--- src/rtl/seg7_pkg.sv ---
// Shared 7-segment definitions: reader FSM states and the active-low digit patterns
// used by both the seg7 encoder and the seg7_reader decoder.
package seg7_pkg;

  typedef enum logic [1:0] {IDLE, SETTLE, DECODE} reader_state_t;

  // Active-low, bit0 = segment a .. bit6 = segment g
  localparam logic [6:0] SEG_0     = 7'b1000000;
  localparam logic [6:0] SEG_1     = 7'b1111001;
  localparam logic [6:0] SEG_2     = 7'b0100100;
  localparam logic [6:0] SEG_3     = 7'b0110000;
  localparam logic [6:0] SEG_4     = 7'b0011001;
  localparam logic [6:0] SEG_5     = 7'b0010010;
  localparam logic [6:0] SEG_6     = 7'b0000010;
  localparam logic [6:0] SEG_7     = 7'b1111000;
  localparam logic [6:0] SEG_8     = 7'b0000000;
  localparam logic [6:0] SEG_9     = 7'b0010000;
  localparam logic [6:0] SEG_BLANK = 7'b1111111;

  function automatic logic [6:0] bcd_to_seg(input logic [3:0] bcd);
    logic [6:0] seg;
    case (bcd)
      4'd0:    seg = SEG_0;
      4'd1:    seg = SEG_1;
      4'd2:    seg = SEG_2;
      4'd3:    seg = SEG_3;
      4'd4:    seg = SEG_4;
      4'd5:    seg = SEG_5;
      4'd6:    seg = SEG_6;
      4'd7:    seg = SEG_7;
      4'd8:    seg = SEG_8;
      4'd9:    seg = SEG_9;
      default: seg = SEG_BLANK;
    endcase
    return seg;
  endfunction

endpackage

--- src/rtl/seg7_decode.sv ---
// Combinational inverse of the seg7 encoder: classifies an active-low pattern as a
// BCD digit, blank, or neither.
module seg7_decode
  import seg7_pkg::*;
(
  input  logic [6:0] pat,
  output logic       is_digit,
  output logic       is_blank,
  output logic [3:0] bcd
);

  always_comb begin
    is_digit = 1'b1;
    is_blank = 1'b0;
    bcd      = '0;
    case (pat)
      SEG_0:     bcd = 4'd0;
      SEG_1:     bcd = 4'd1;
      SEG_2:     bcd = 4'd2;
      SEG_3:     bcd = 4'd3;
      SEG_4:     bcd = 4'd4;
      SEG_5:     bcd = 4'd5;
      SEG_6:     bcd = 4'd6;
      SEG_7:     bcd = 4'd7;
      SEG_8:     bcd = 4'd8;
      SEG_9:     bcd = 4'd9;
      SEG_BLANK: begin
        is_digit = 1'b0;
        is_blank = 1'b1;
      end
      default:   is_digit = 1'b0;
    endcase
  end

endmodule

--- src/rtl/seg7_reader.sv ---
// Samples an active-low segment bus, waits for it to settle, decodes it to BCD and
// shifts each decoded digit into a packed NUM_DIGITS register.
module seg7_reader
  import seg7_pkg::*;
#(
  parameter int NUM_DIGITS    = 4,
  parameter int STABLE_CYCLES = 3
) (
  input  logic                              clk,
  input  logic                              reset,
  input  logic [6:0]                        seg_in,
  input  logic                              seg_strobe,
  input  logic                              clear,
  output logic                              digit_valid,
  output logic [3:0]                        digit_out,
  output logic                              seg_err,
  output logic [4*NUM_DIGITS-1:0]           digits,
  output logic [$clog2(NUM_DIGITS+1)-1:0]   count,
  output logic                              full
);

  localparam int CW   = $clog2(STABLE_CYCLES + 1);
  localparam int CNTW = $clog2(NUM_DIGITS + 1);

  reader_state_t state, state_nxt;
  logic [6:0]    pat, pat_nxt;
  logic [CW-1:0] stab_cnt, stab_nxt;

  logic       is_digit, is_blank;
  logic [3:0] bcd;
  logic       write;
  logic [4*NUM_DIGITS-1:0] digits_shift, digits_single;

  seg7_decode u_decode (
    .pat      (pat),
    .is_digit (is_digit),
    .is_blank (is_blank),
    .bcd      (bcd)
  );

  // Exit SETTLE on the edge where the count reaches STABLE_CYCLES, so a steady bus
  // produces digit_valid exactly STABLE_CYCLES+1 cycles after its strobe.
  always_comb begin
    state_nxt = state;
    pat_nxt   = pat;
    stab_nxt  = stab_cnt;
    case (state)
      IDLE: begin
        if (seg_strobe) begin
          pat_nxt   = seg_in;
          stab_nxt  = CW'(1);
          state_nxt = (STABLE_CYCLES == 1) ? DECODE : SETTLE;
        end
      end
      SETTLE: begin
        if (seg_in == pat) begin
          stab_nxt = stab_cnt + 1'b1;
          if (stab_nxt == CW'(STABLE_CYCLES)) state_nxt = DECODE;
        end else begin
          pat_nxt  = seg_in;
          stab_nxt = CW'(1);
        end
      end
      DECODE:  state_nxt = IDLE;
      default: state_nxt = IDLE;
    endcase
  end

  assign write = (state == DECODE) && is_digit;

  always_comb begin
    digits_shift       = '0;
    digits_shift[3:0]  = bcd;
    for (int unsigned i = 1; i < NUM_DIGITS; i++)
      digits_shift[4*i +: 4] = digits[4*(i-1) +: 4];
    digits_single      = '0;
    digits_single[3:0] = bcd;
  end

  always_ff @(posedge clk) begin
    if (reset) begin
      state       <= IDLE;
      pat         <= SEG_BLANK;
      stab_cnt    <= '0;
      digit_valid <= 1'b0;
      seg_err     <= 1'b0;
      digit_out   <= '0;
      digits      <= '0;
      count       <= '0;
    end else begin
      state       <= state_nxt;
      pat         <= pat_nxt;
      stab_cnt    <= stab_nxt;
      digit_valid <= write;
      seg_err     <= (state == DECODE) && !is_digit && !is_blank;
      if (write) digit_out <= bcd;

      if (clear) begin
        digits <= write ? digits_single : '0;
        count  <= write ? CNTW'(1) : '0;
      end else if (write) begin
        digits <= digits_shift;
        if (count != CNTW'(NUM_DIGITS)) count <= count + 1'b1;
      end
    end
  end

  assign full = (count == CNTW'(NUM_DIGITS));

endmodule

--- config.mk ---
export PLATFORM = sky130hd
export DESIGN_NAME = seg7_reader
export DESIGN_NICKNAME = d
export VERILOG_FILES = /design/src/rtl/seg7_pkg.sv /design/src/rtl/seg7_decode.sv /design/src/rtl/seg7_reader.sv
export SDC_FILE = /design/constraint.sdc
export NUM_CORES = 1
export LEC_CHECK = 0
export ABC_AREA = 1
export BUFFER_PORTS_ARGS = -buffer_cell sky130_fd_sc_hd__buf_2
export CAP_MARGIN = 20
export CELL_PAD_IN_SITES_DETAIL_PLACEMENT = 1
export CELL_PAD_IN_SITES_GLOBAL_PLACEMENT = 2
export CORE_UTILIZATION = 29
export DETAILED_ROUTE_END_ITERATION = 8
export PLACE_DENSITY = 0.85
export SLEW_MARGIN = 20
export SYNTH_ARGS = -nofsm -noshare
export SYNTH_HDL_FRONTEND = slang
export SYNTH_HIERARCHICAL = 1
export SYNTH_SLANG_ARGS = --single-unit
--- constraint.sdc ---
create_clock -name clk -period 1.8 [get_ports clk]
set_input_delay 0.36 -clock clk [delete_from_list [all_inputs] [get_ports clk]]
set_output_delay 0.36 -clock clk [all_outputs]
set_load 0.01 [all_outputs]
==> results of run 1 <==
## registers in the layout, indices dropped and copies added (netlist names)
| register | cells |
|---|---|
| seg_err | 1 |
| stab_cnt | 2 |
| count | 3 |
| digit_out | 4 |
| pat | 7 |
| digits | 16 |
| digit_valid | 1 |
| state | 2 |
## power groups by stage
stage | registers (mW) | logic [mW] | clock network [mW]
6_report | 0.858 | 0.237 | 0.706
5_1_grt | 0.863 | 0.271 | 0.765
4_1_cts | 0.851 | 0.232 | 0.731
3_5_place_dp | 0.869 | 0.230 | 0
3_3_place_gp | 0.867 | 0.226 | 0
2_1_floorplan | 0.864 | 0.159 | 0
## layer usage
layer,vias up,share of wire
met2,41,0.48
met1,831,0.48
met4,0,0.0041
met3,2,0.033
li1,911,-
met5,-,0
## stage by stage
stage	total power [mW]	cell area, um2	utilization	worst slack (ps)	setup TNS, ps
floorplan	1.02	1760	-	231	0
global placement	1.09	2070	0.352	-9.65	-29.7
detailed placement	1.10	2070	0.352	-21.3	-59.6
CTS	1.81	2180	0.371	22.1	0
global route	1.90	2240	0.381	-0.958	-1.30
finish	1.80	2240	0.381	145	0
## synthesized netlist by cell type (all sizes together), types with 2 or more instances
cell type	count	area (um2)
nor3	4	20.0
o21ai	7	38.8
clkbuf	3	11.3
nand2	78	305
or2	2	12.5
ha	3	37.5
dfxtp	36	721
a21oi	22	110
a211oi	2	15.0
nand3	31	170
inv	36	135
buf	2	10.0
nor2	24	113
## cells by family (layout without fill, tap and decap cells)
| group | Yosys count | in the layout |
|---|---|---|
| buffers and inverters | 42 | 91 |
| XOR/XNOR | 1 | 1 |
| AO/OA/AOI/OAI | 34 | 34 |
| AND/OR/NAND/NOR | 141 | 141 |
| flip-flops | 36 | 36 |
| adder cells (fa/ha/maj) | 3 | 3 |
## worst min path at each step
stage                             end         from  cells past startpoint
after global placement     digits[12]   digits[12]                      2
after global routing           pat[1]    seg_in[1]                      3
after CTS                      pat[2]    seg_in[2]                      3
final                          pat[2]    seg_in[2]                      3
after detailed placement   digits[12]   digits[12]                      2
after floorplan           stab_cnt[1]  stab_cnt[1]                      2
## worst max-delay path, stage by stage, from the launching register on
cell and delay (ps):
dfxtp_4 370, nor2_4 140, nand2_1 90, nor3b_1 200, nor2_1 80, nand2_1 100
nand3_2 130, nand2_2 100, nand2_1 110, nor3_1 160, a21oi_1 60, nor2_1 80
## what timing repair did
| action | CTS | global route |
|---|---|---|
| pin swaps | 0 | 1 |
| hold buffers | 0 | 0 |
| endpoints found under the setup margin | 11 | 23 |
| resized for setup | 2 | 17 |
| setup buffers | 0 | 2 |
## area by class of cell
| type | instances | area, um2 |
|---|---|---|
| Clock buffer | 5 | 68.8 |
| Clock inverter | 3 | 42.5 |
| Fill cell | 782 | 3640 |
| Inverter | 37 | 139 |
| Multi-Input combinational cell | 179 | 906 |
| Sequential cell | 36 | 737 |
| Tap cell | 75 | 93.8 |
| Timing Repair Buffer | 46 | 255 |
==> summary.md, run 1 <==
| Metric | Value |
|---|---|
| Slew headroom | `0.774` |
| Status | `completed` |
| Residual DRC count | `0` |
| FFs w/ async S/R, synth | `0` |
| Inserted Clock Buffers | `5` |
| Crit Path Max Fanout | `5` |
| WL/cell | `12.2 um` |
| Final HPWL DP | `3590 um` |
| Die Width | `79.9 um` |
| Clk slew on worst S/H paths | `80 ps` |
| Busiest grt layer | `met2` |
| Pleak | `1.14 nW` |
| Clock share of power | `0.392` |
| Commonest non-fill, non-tap cell in the layout | `nand2_1` |
| Reg2Reg Setup Slack | `150 ps` |
| Fin crit period | `1650 ps` |
| Syn Inst Count | `257` |
| Hold WS | `slightly above 300 ps` |
| Placed insts | `371` |
| Reg power frac | `0.476` |
| Die ar. | `6380 um2` |
| First-pass GRT wire length | `roughly 7800 um` |
| Post-Synth Adder-Cell Area | `0.0213` |
| Net Sw Frac | `0.268` |
| Avg Cell Area, Syn | `6.85 um2` |
| GPL Wtd Cong | `roughly 0.82` |
| Port bufs | `36` |
| Met2 Usage GRT | `0.261` |
| Req. time, crit path | `2030 ps` |
| Vias in the first global route | `1709` |
| Die height | `79.9 um` |
| Class of the worst hold path | `primary input to flop` |
| Gate power share | `0.132` |
| Mux cell area share after synthesis | `0` |
| GRT overflow | `0` |
| Startpoint Class | `flop` |
| Post-Route WL | `4650 um` |
| Worst Setup SP | `pat[3]` |
| H-Tree Depth | `2` |
| Mapped cell area | `~1800 um2` |
| Pwr per Cell Area | `803 nW/um2` |
| Ant. Diodes | `0` |
| Sink Count | `36` |
| Max Cap Violations | `0` |
| All-Layer GR Usage | `0.155` |
| Flops & latches, synth | `36` |
| Max clock buf depth | `2` |
| Yosys warns | `6` |
| # rows | `28` |
| Total number of vias | `1785` |
| Fin crit share | `0.919` |
| Top_reg_cell synth | `dfxtp_1` |
| Clock Latency Late Sink | `just under 300 ps` |
| Initial Util | `0.299` |
| Maximum number of pins on one net before global-route repair | `25` |
| Endpoints failing setup | `0` |
| M3 GR Usage | `0.0309` |
| Hold Vio Cnt, Final | `0` |
| Drt via density | `4.69` |
| Main combinational cell family by area after synthesis | `simple AND/OR/NAND/NOR gates` |
| Net switching power figure | `~0.48 mW` |
| Post-synth EDFFs | `0` |
| Seq/Total Area, Yosys | `0.410` |
| Detailed Routing Iterations Pass 1 | `4` |
| Area Growth Syn to Fin | `27.5%` |
| Xor and xnor area share after synthesis | `0.00498` |
| VDD IR max | `0.285 mV` |
| CTS tree | `done` |
| Initial DRC Count | `46` |
| Final clock skew | `12.7 ps` |
| CP endpoint | `count[2]` |
| Finished Layout Cells | `381` |
| Share of layout cells above drive strength 1 | `0.284` |
| Worst flop-to-flop path startpoint | `pat[3]` |
| Compound-Gate Fraction of Synth Area | `0.112` |
| Int Pwr | `1.32 mW` |
| CP arrival | `1880 ps` |
| IO Count | `37` |
| CORE AREA | `5890 um2` |
| Setup CP Type | `flop to flop` |
| Unique cell type count in the Yosys netlist | `28` |
| Worst flop-to-flop path endpoint | `count[2]` |
| Simple-gate share of the synthesized area | `0.361` |
| Worst R2R Path Depth | `11` |
| GRT met1 Usage | `0.197` |
| Initial antenna violation count | `0` |
| Commonest cells after routing, fill and taps aside | `nand2_1 (74), buf_2 (36), inv_1 (29), dfxtp_1 (29), nand3_1 (27)` |
| Fmax | `604 MHz` |
| Max Slew Vio Count | `0` |
| CTS Root Cell | `clkbuf_8` |
| Syn_nets | `between 200 and 300` |
| Element type at the critical path end | `flop` |
| Final net count | `319` |
| Least-Margin Pin Slew | `between 300 and 400 ps` |
| ANT nets after route | `0` |
Power figures use the tool's default switching activity.
==> inputs of run 2 (changes only) <==
==> constraint.sdc (replaced) <==
create_clock -name clk -period 1.8 [get_ports clk]
set_input_delay 0.27 -clock clk [delete_from_list [all_inputs] [get_ports clk]]
set_output_delay 0.27 -clock clk [all_outputs]
set_load 0.01 [all_outputs]
==> run 2 against run 1 <==
Effect of this change: sequential power is essentially flat; first-iteration DRC count shrank 22%; final area grew 1.2%; cell count is the same; worst hold slack lost 90 ps; power grew 0.54%; sequential share of layout area shrank 0.29 points; count of clock-buffer cells in the layout is the same; highest routed layer unchanged.
==> summary.md, run 2 (synthesis results as in run 1) <==
| Metric | Value |
|---|---|
| Final HPWL DP | `3500 um (-2.4%)` |
| Design Power | `1.81 mW (+0.54%)` |
| Status | `completed` |
| Reg power frac | `0.474 (-0.002)` |
| Pleak | `1.15 nW (+0.16%)` |
| Finished Layout Cells | `381 (unchanged)` |
| Req. time, crit path | `1980 ps (-50 ps)` |
| IO Count | `37 (unchanged)` |
| CTS Root Cell | `clkbuf_8` |
| Die ar. | `6380 um2 (unchanged)` |
| Placed inst area | `2070 um2 (unchanged)` |
| WL/cell | `12.0 um (-1.3%)` |
| All-Layer GR Usage | `0.156 (+0.00111)` |
| GRT overflow | `0 (unchanged)` |
| Hold WS | `215 ps (-90.4 ps)` |
| Biggest register | `digits` |
| Slew headroom | `0.774 (about the same)` |
| Share of layout cells above drive strength 1 | `0.304 (+0.0196)` |
| Vias in the first global route | `1689 (-1.2%)` |
| Setup CP Type | `flop to flop` |
| VDD IR max | `0.303 mV (+6.4%)` |
| Final clock skew | `9.81 ps (-2.86 ps)` |
| Fin crit share | `0.912 (-0.00747)` |
| Fmax | `609 MHz (+0.82%)` |
| Pwr per Cell Area | `798 nW/um2 (-0.68%)` |
| Endpoints failing setup | `0 (unchanged)` |
| CP arrival | `1820 ps (-60 ps)` |
| Net switching power figure | `0.492 mW (+1.9%)` |
| ANT nets after route | `0 (unchanged)` |
| Net Sw Frac | `0.272 (+0.00358)` |
| First-pass GRT wire length | `7760 um (unchanged)` |
| Fin crit period | `1640 ps (-13.4 ps)` |
| Crit Path Max Fanout | `8 (+3)` |
| H-Tree Depth | `2 (unchanged)` |
| Inserted Clock Buffers | `5 (unchanged)` |
| Initial antenna violation count | `0 (unchanged)` |
| Residual DRC count | `0 (unchanged)` |
| Final Cell Area | `2270 um2 (+1.2%)` |
| CORE AREA | `5890 um2 (unchanged)` |
| Class of the worst hold path | `primary input to flop` |
| Detailed Routing Iterations Pass 1 | `4 (unchanged)` |
| Die height | `79.9 um (unchanged)` |
| Area Growth Syn to Fin | `29.0%` |
| Element type at the critical path end | `flop` |
| Die Width | `79.9 um (unchanged)` |
| Placed insts | `371 (unchanged)` |
| Initial Util | `0.299 (unchanged)` |
| Clock share of power | `0.393 (about the same)` |
| Commonest non-fill, non-tap cell in the layout | `nand2_1` |
| Hold Vio Cnt, Final | `0 (unchanged)` |
| # rows | `28 (unchanged)` |
| Total number of vias | `1772 (-0.73%)` |
| Gate power share | `0.133 (about the same)` |
| Clock Latency Late Sink | `290 ps (about the same)` |
| Setup TNS | `0 ps (unchanged)` |
| Sink Count | `36 (unchanged)` |
| Port bufs | `36 (unchanged)` |
| Hold Buf Count CTS | `0 (unchanged)` |
| Maximum number of pins on one net before global-route repair | `21 (-16%)` |
| RSZ-0062 raised after global routing | `true` |
| Max clock buf depth | `2 (unchanged)` |
| Initial DRC Count | `36 (-22%)` |
| Top flop regs | `digits x16, pat x7, digit_out x4` |
| Max Cap Violations | `0 (unchanged)` |
| Drt via density | `4.65 (-0.73%)` |
| CTS tree | `done` |
| Startpoint Class | `flop` |
| Int Pwr | `1.32 mW (about the same)` |
| Max Slew Vio Count | `0 (unchanged)` |
| Least-Margin Pin Slew | `337 ps (-0.0733 ps)` |
| Clk slew on worst S/H paths | `80 ps (about the same)` |
| Ant. Diodes | `0 (unchanged)` |
| GPL Wtd Cong | `0.814 (-0.68%)` |
| Final net count | `319 (unchanged)` |
| Commonest cells after routing, fill and taps aside | `nand2_1 (73), buf_2 (36), inv_1 (29), dfxtp_1 (29), nand3_1 (26)` |
| Post-Route WL | `4590 um (-1.3%)` |
| Number of flip-flops in the largest register | `16 (unchanged)` |
## run 2: final timing paths
kind / slack, ps / from / cells past startpoint / endpoint
setup reg to reg: 160 / pat[3] / 9 / digits[12]
setup / recovery: 160 / pat[3] / 9 / digits[12]
hold / removal: 210 / seg_in[1] / 3 / pat[1]
hold reg to reg: 450 / digits[12] / 2 / digits[12]
## run 2: layout make-up
type | count | area (um2)
fillers | 749 | 3620
clock buffers | 5 | 68.8
well taps | 75 | 93.8
multi-input cells | 179 | 931
inverters | 37 | 139
repair buffers | 46 | 255
clock inverters | 3 | 42.5
flip-flops and latches | 36 | 739
## run 2: power by group through the flow
stage,Sequential [mW],Clock [mW],Combinational (mW)
6_report,0.858,0.712,0.241
5_1_grt,0.864,0.762,0.277
4_1_cts,0.852,0.740,0.232
3_5_place_dp,0.869,0,0.229
3_3_place_gp,0.867,0,0.226
2_1_floorplan,0.864,0,0.159
## run 2: metal layers
| metal | routed length, um | global-route usage | up-vias |
|---|---|---|---|
| met5 | 0 | 0 | - |
| met4 | 71 | 0.0482 | 0 |
| met3 | 146 | 0.0309 | 8 |
| met2 | 2200 | 0.268 | 30 |
| met1 | 2170 | 0.194 | 821 |
| li1 | - | - | 913 |
## run 2: stage by stage
stage,worst slack (ps),utilization
2_1_floorplan,231,-
3_3_place_gp,-4.88,0.352
3_5_place_dp,-27.1,0.352
4_1_cts,12.3,0.371
5_1_grt,-50.7,0.386
6_report,159,0.386
## run 2: critical path: stages (launching register included)
cell	delay (ps)
dfxtp_4	380
nor2_4	140
nand3_2	110
o21ai_2	160
nor2_1	80
nand2_1	100
nand3_2	130
buf_4	200
o21ai_0	180
a21oi_1	60
## run 2: timing repair
item / in CTS / in global routing
pin swaps: 0 / 1
setup endpoints to repair: 11 / 30
buffers inserted: 0 / 2
resized for setup: 3 / 23
==> inputs of run 3 (changes only) <==
- CORE_UTILIZATION: 29 -> 26
- GPL_TIMING_DRIVEN: not set -> 1
- PLACE_DENSITY: 0.85 -> 0.81
- SKIP_CTS_REPAIR_TIMING: not set -> 1
- clock period: 1.8 -> 1.5 ns (I/O delays scaled with it)
==> run 3 against run 2 <==
Effect of this change: flip-flop and latch count unchanged; clock skew is 3.4 ps lower; final area rose by 12%; global-route usage decreased by 0.94 points; utilization grew 1.1 points; worst hold slack worse by 51 ps; the run now ends with design-rule violations, negative setup slack left; critical endpoint is now digits[7]; clock power increased by 21%; fmax increased by 1.2%; count of clock-buffer cells in the layout unchanged.
==> summary.md, run 3 (synthesis results as in run 1) <==
| Metric | Value |
|---|---|
| Status | `finished with violations` |
| Failing checks | `design-rule violations, negative setup slack` |
| Cell Chain, Critical Path | `inv_2 > nor2_4 > nand2_1 > a21oi_4 > nor2_4 > nand2_2 > nand3_4 > inv_4 > nand2_4 > inv_8 > nand2_2 > a21oi_2` |
| Area Growth Syn to Fin | `44.7%` |
| Initial antenna violation count | `0 (unchanged)` |
| Reg2Reg Setup Slack | `-120 ps (-280 ps)` |
| Class of the worst hold path | `primary input to flop` |
| CORE AREA | `6420 um2 (+9.1%)` |
| Ant. Diodes | `0 (unchanged)` |
| Top flop regs | `digits x16, pat x7, digit_out x4` |
| Max Slew Vio Count | `0 (unchanged)` |
| Fmax | `617 MHz (+1.2%)` |
| CTS tree | `done` |
| Crit-path leading delay family | `simple AND/OR/NAND/NOR gates` |
| WL/cell | `12.3 um (+1.9%)` |
| Initial DRC Count | `73 (+100%)` |
| Crit Path Max Fanout | `6 (-2)` |
| Worst hold path cell count | `3 (unchanged)` |
| VDD IR max | `0.385 mV (+27%)` |
| Biggest register | `digits` |
| Clk slew on worst S/H paths | `80 ps (about the same)` |
| Die height | `84.3 um (+5.5%)` |
| Pwr per Cell Area | `877 nW/um2 (+9.9%)` |
| Worst path max stage delay | `370 ps (about the same)` |
| Slew headroom | `0.776 (+0.00175)` |
| Clock Latency Late Sink | `290 ps (about the same)` |
| Drt via density | `4.60 (-1.0%)` |
| Worst Hold Launch | `seg_in[4]` |
| Startpoint Class | `flop` |
| Final net count | `335 (+5.0%)` |
| Port bufs | `36 (unchanged)` |
| CTS Root Cell | `clkbuf_8` |
| # rows | `29 (+3.6%)` |
| Core Util, Final | `0.396 (+0.0106)` |
| Element type at the critical path end | `flop` |
| Pleak | `1.30 nW (+13%)` |
| Final clock skew | `6.42 ps (-3.39 ps)` |
| Worst flop-to-flop path startpoint | `pat[3]` |
| First-pass GRT wire length | `8300 um (+6.9%)` |
| Die Width | `84.3 um (+5.5%)` |
| Final HPWL DP | `3680 um (+5.1%)` |
| Placed insts | `390 (+5.1%)` |
| CP arrival | `1860 ps (+40 ps)` |
| H-Tree Depth | `2 (unchanged)` |
| Req. time, crit path | `1730 ps (-250 ps)` |
| Inserted Clock Buffers | `5 (unchanged)` |
| Max Cap Violations | `0 (unchanged)` |
| Share of layout cells above drive strength 1 | `0.410 (+0.106)` |
| Final worst slack | `-122 ps (-281 ps)` |
| Fin crit period | `1620 ps (-19.1 ps)` |
| Max clock buf depth | `2 (unchanged)` |
| Worst R2R Path Depth | `12 (+3)` |
| Least-Margin Pin Slew | `334 ps (-2.61 ps)` |
| Total number of vias | `1837 (+3.7%)` |
| Hold Vio Cnt, Final | `0 (unchanged)` |
| RSZ-0062 raised after global routing | `true` |
| Residual DRC count | `8 (+8)` |
| Maximum number of pins on one net before global-route repair | `18 (-14%)` |
| Worst flop-to-flop path endpoint | `digits[7]` |
| Sink Count | `36 (unchanged)` |
| ANT nets after route | `0 (unchanged)` |
| GRT overflow | `0 (unchanged)` |
| Die ar. | `7100 um2 (+11%)` |
| Buffers & Inverters on Critical Path | `3 (+2)` |
| GPL Wtd Cong | `0.772 (-5.1%)` |
| Fin crit share | `1.08 (+0.170)` |
| Finished Layout Cells | `399 (+4.7%)` |
| Commonest cells after routing, fill and taps aside | `nand2_1 (62), buf_2 (36), inv_1 (29), dfxtp_1 (29)` |
| IO Count | `37 (unchanged)` |
| Max stage delay cell, worst path | `dfxtp_2` |
| Number of flip-flops in the largest register | `16 (unchanged)` |
| Post-Route WL | `4900 um (+6.7%)` |
| Worst Hold End | `pat[4]` |
| Vias in the first global route | `1777 (+5.2%)` |
| Setup CP Type | `flop to flop` |
| Commonest non-fill, non-tap cell in the layout | `nand2_1` |
| Detailed Routing Iterations Pass 1 | `6 (+2)` |
| Endpoints failing setup | `24 (+24)` |
| Initial Util | `0.274 (-0.0250)` |
| All-Layer GR Usage | `0.146 (-0.00939)` |
-- run 3: cell types whose count changed in the layout (fill, tap and decap cells not counted), sizes merged --
cell / change
clkinvlp: -1
inv: +1
buf: +16
-- run 3: per-layer routing --
metal,up-vias,track usage,wire length [um]
met5,-,0,0
met2,30,0.241,2390
met4,0,0.0596,77
met1,850,0.187,2260
met3,9,0.0305,167
li1,948,-,-
-- run 3: worst max path at each step --
| stage | start | end | slack (ps) | cells past startpoint |
|---|---|---|---|---|
| after floorplan | pat[2] | digits[14] | 7 | 11 |
| after global placement | pat[2] | count[2] | -130 | 11 |
| after detailed placement | pat[2] | count[1] | -190 | 9 |
| after CTS | pat[2] | count[1] | -250 | 9 |
| after global routing | pat[4] | count[2] | -240 | 12 |
| final | pat[3] | digits[7] | -120 | 12 |
-- run 3: tightest hold or removal path, cell delays in order --
cell     delay, ps
buf_2          100
nand2_1         50
nand3_1         50
-- run 3: layout make-up --
class / instances / area, um2
fill: 827 / 3880
multi-input combinational: 179 / 1070
sequential: 36 / 737
timing repair buffer: 62 / 379
inverter: 37 / 151
tap: 77 / 96.3
clock buffer: 5 / 68.8
clock inverter: 3 / 41.3
-- run 3: power by group --
| group | total, mW | switching (mW) | internal (mW) |
|---|---|---|---|
| registers | 1.02 | 0.0367 | 0.986 |
| clock network | 0.861 | 0.368 | 0.493 |
| logic | 0.349 | 0.208 | 0.141 |
-- run 3: metrics by stage --
stage | setup slack, ps | area, um2 | hold WS, ps | total power [mW] | setup TNS, ps
finish | -122 | 2540 | 164 | 2.23 | -2260
global route | -242 | 2540 | 177 | 2.36 | -5830
CTS | -254 | 2360 | 158 | 2.24 | -4060
detailed placement | -187 | 2250 | 435 | 1.37 | -2550
global placement | -126 | 2250 | 427 | 1.36 | -1440
floorplan | 6.75 | 1810 | 338 | 1.25 | 0
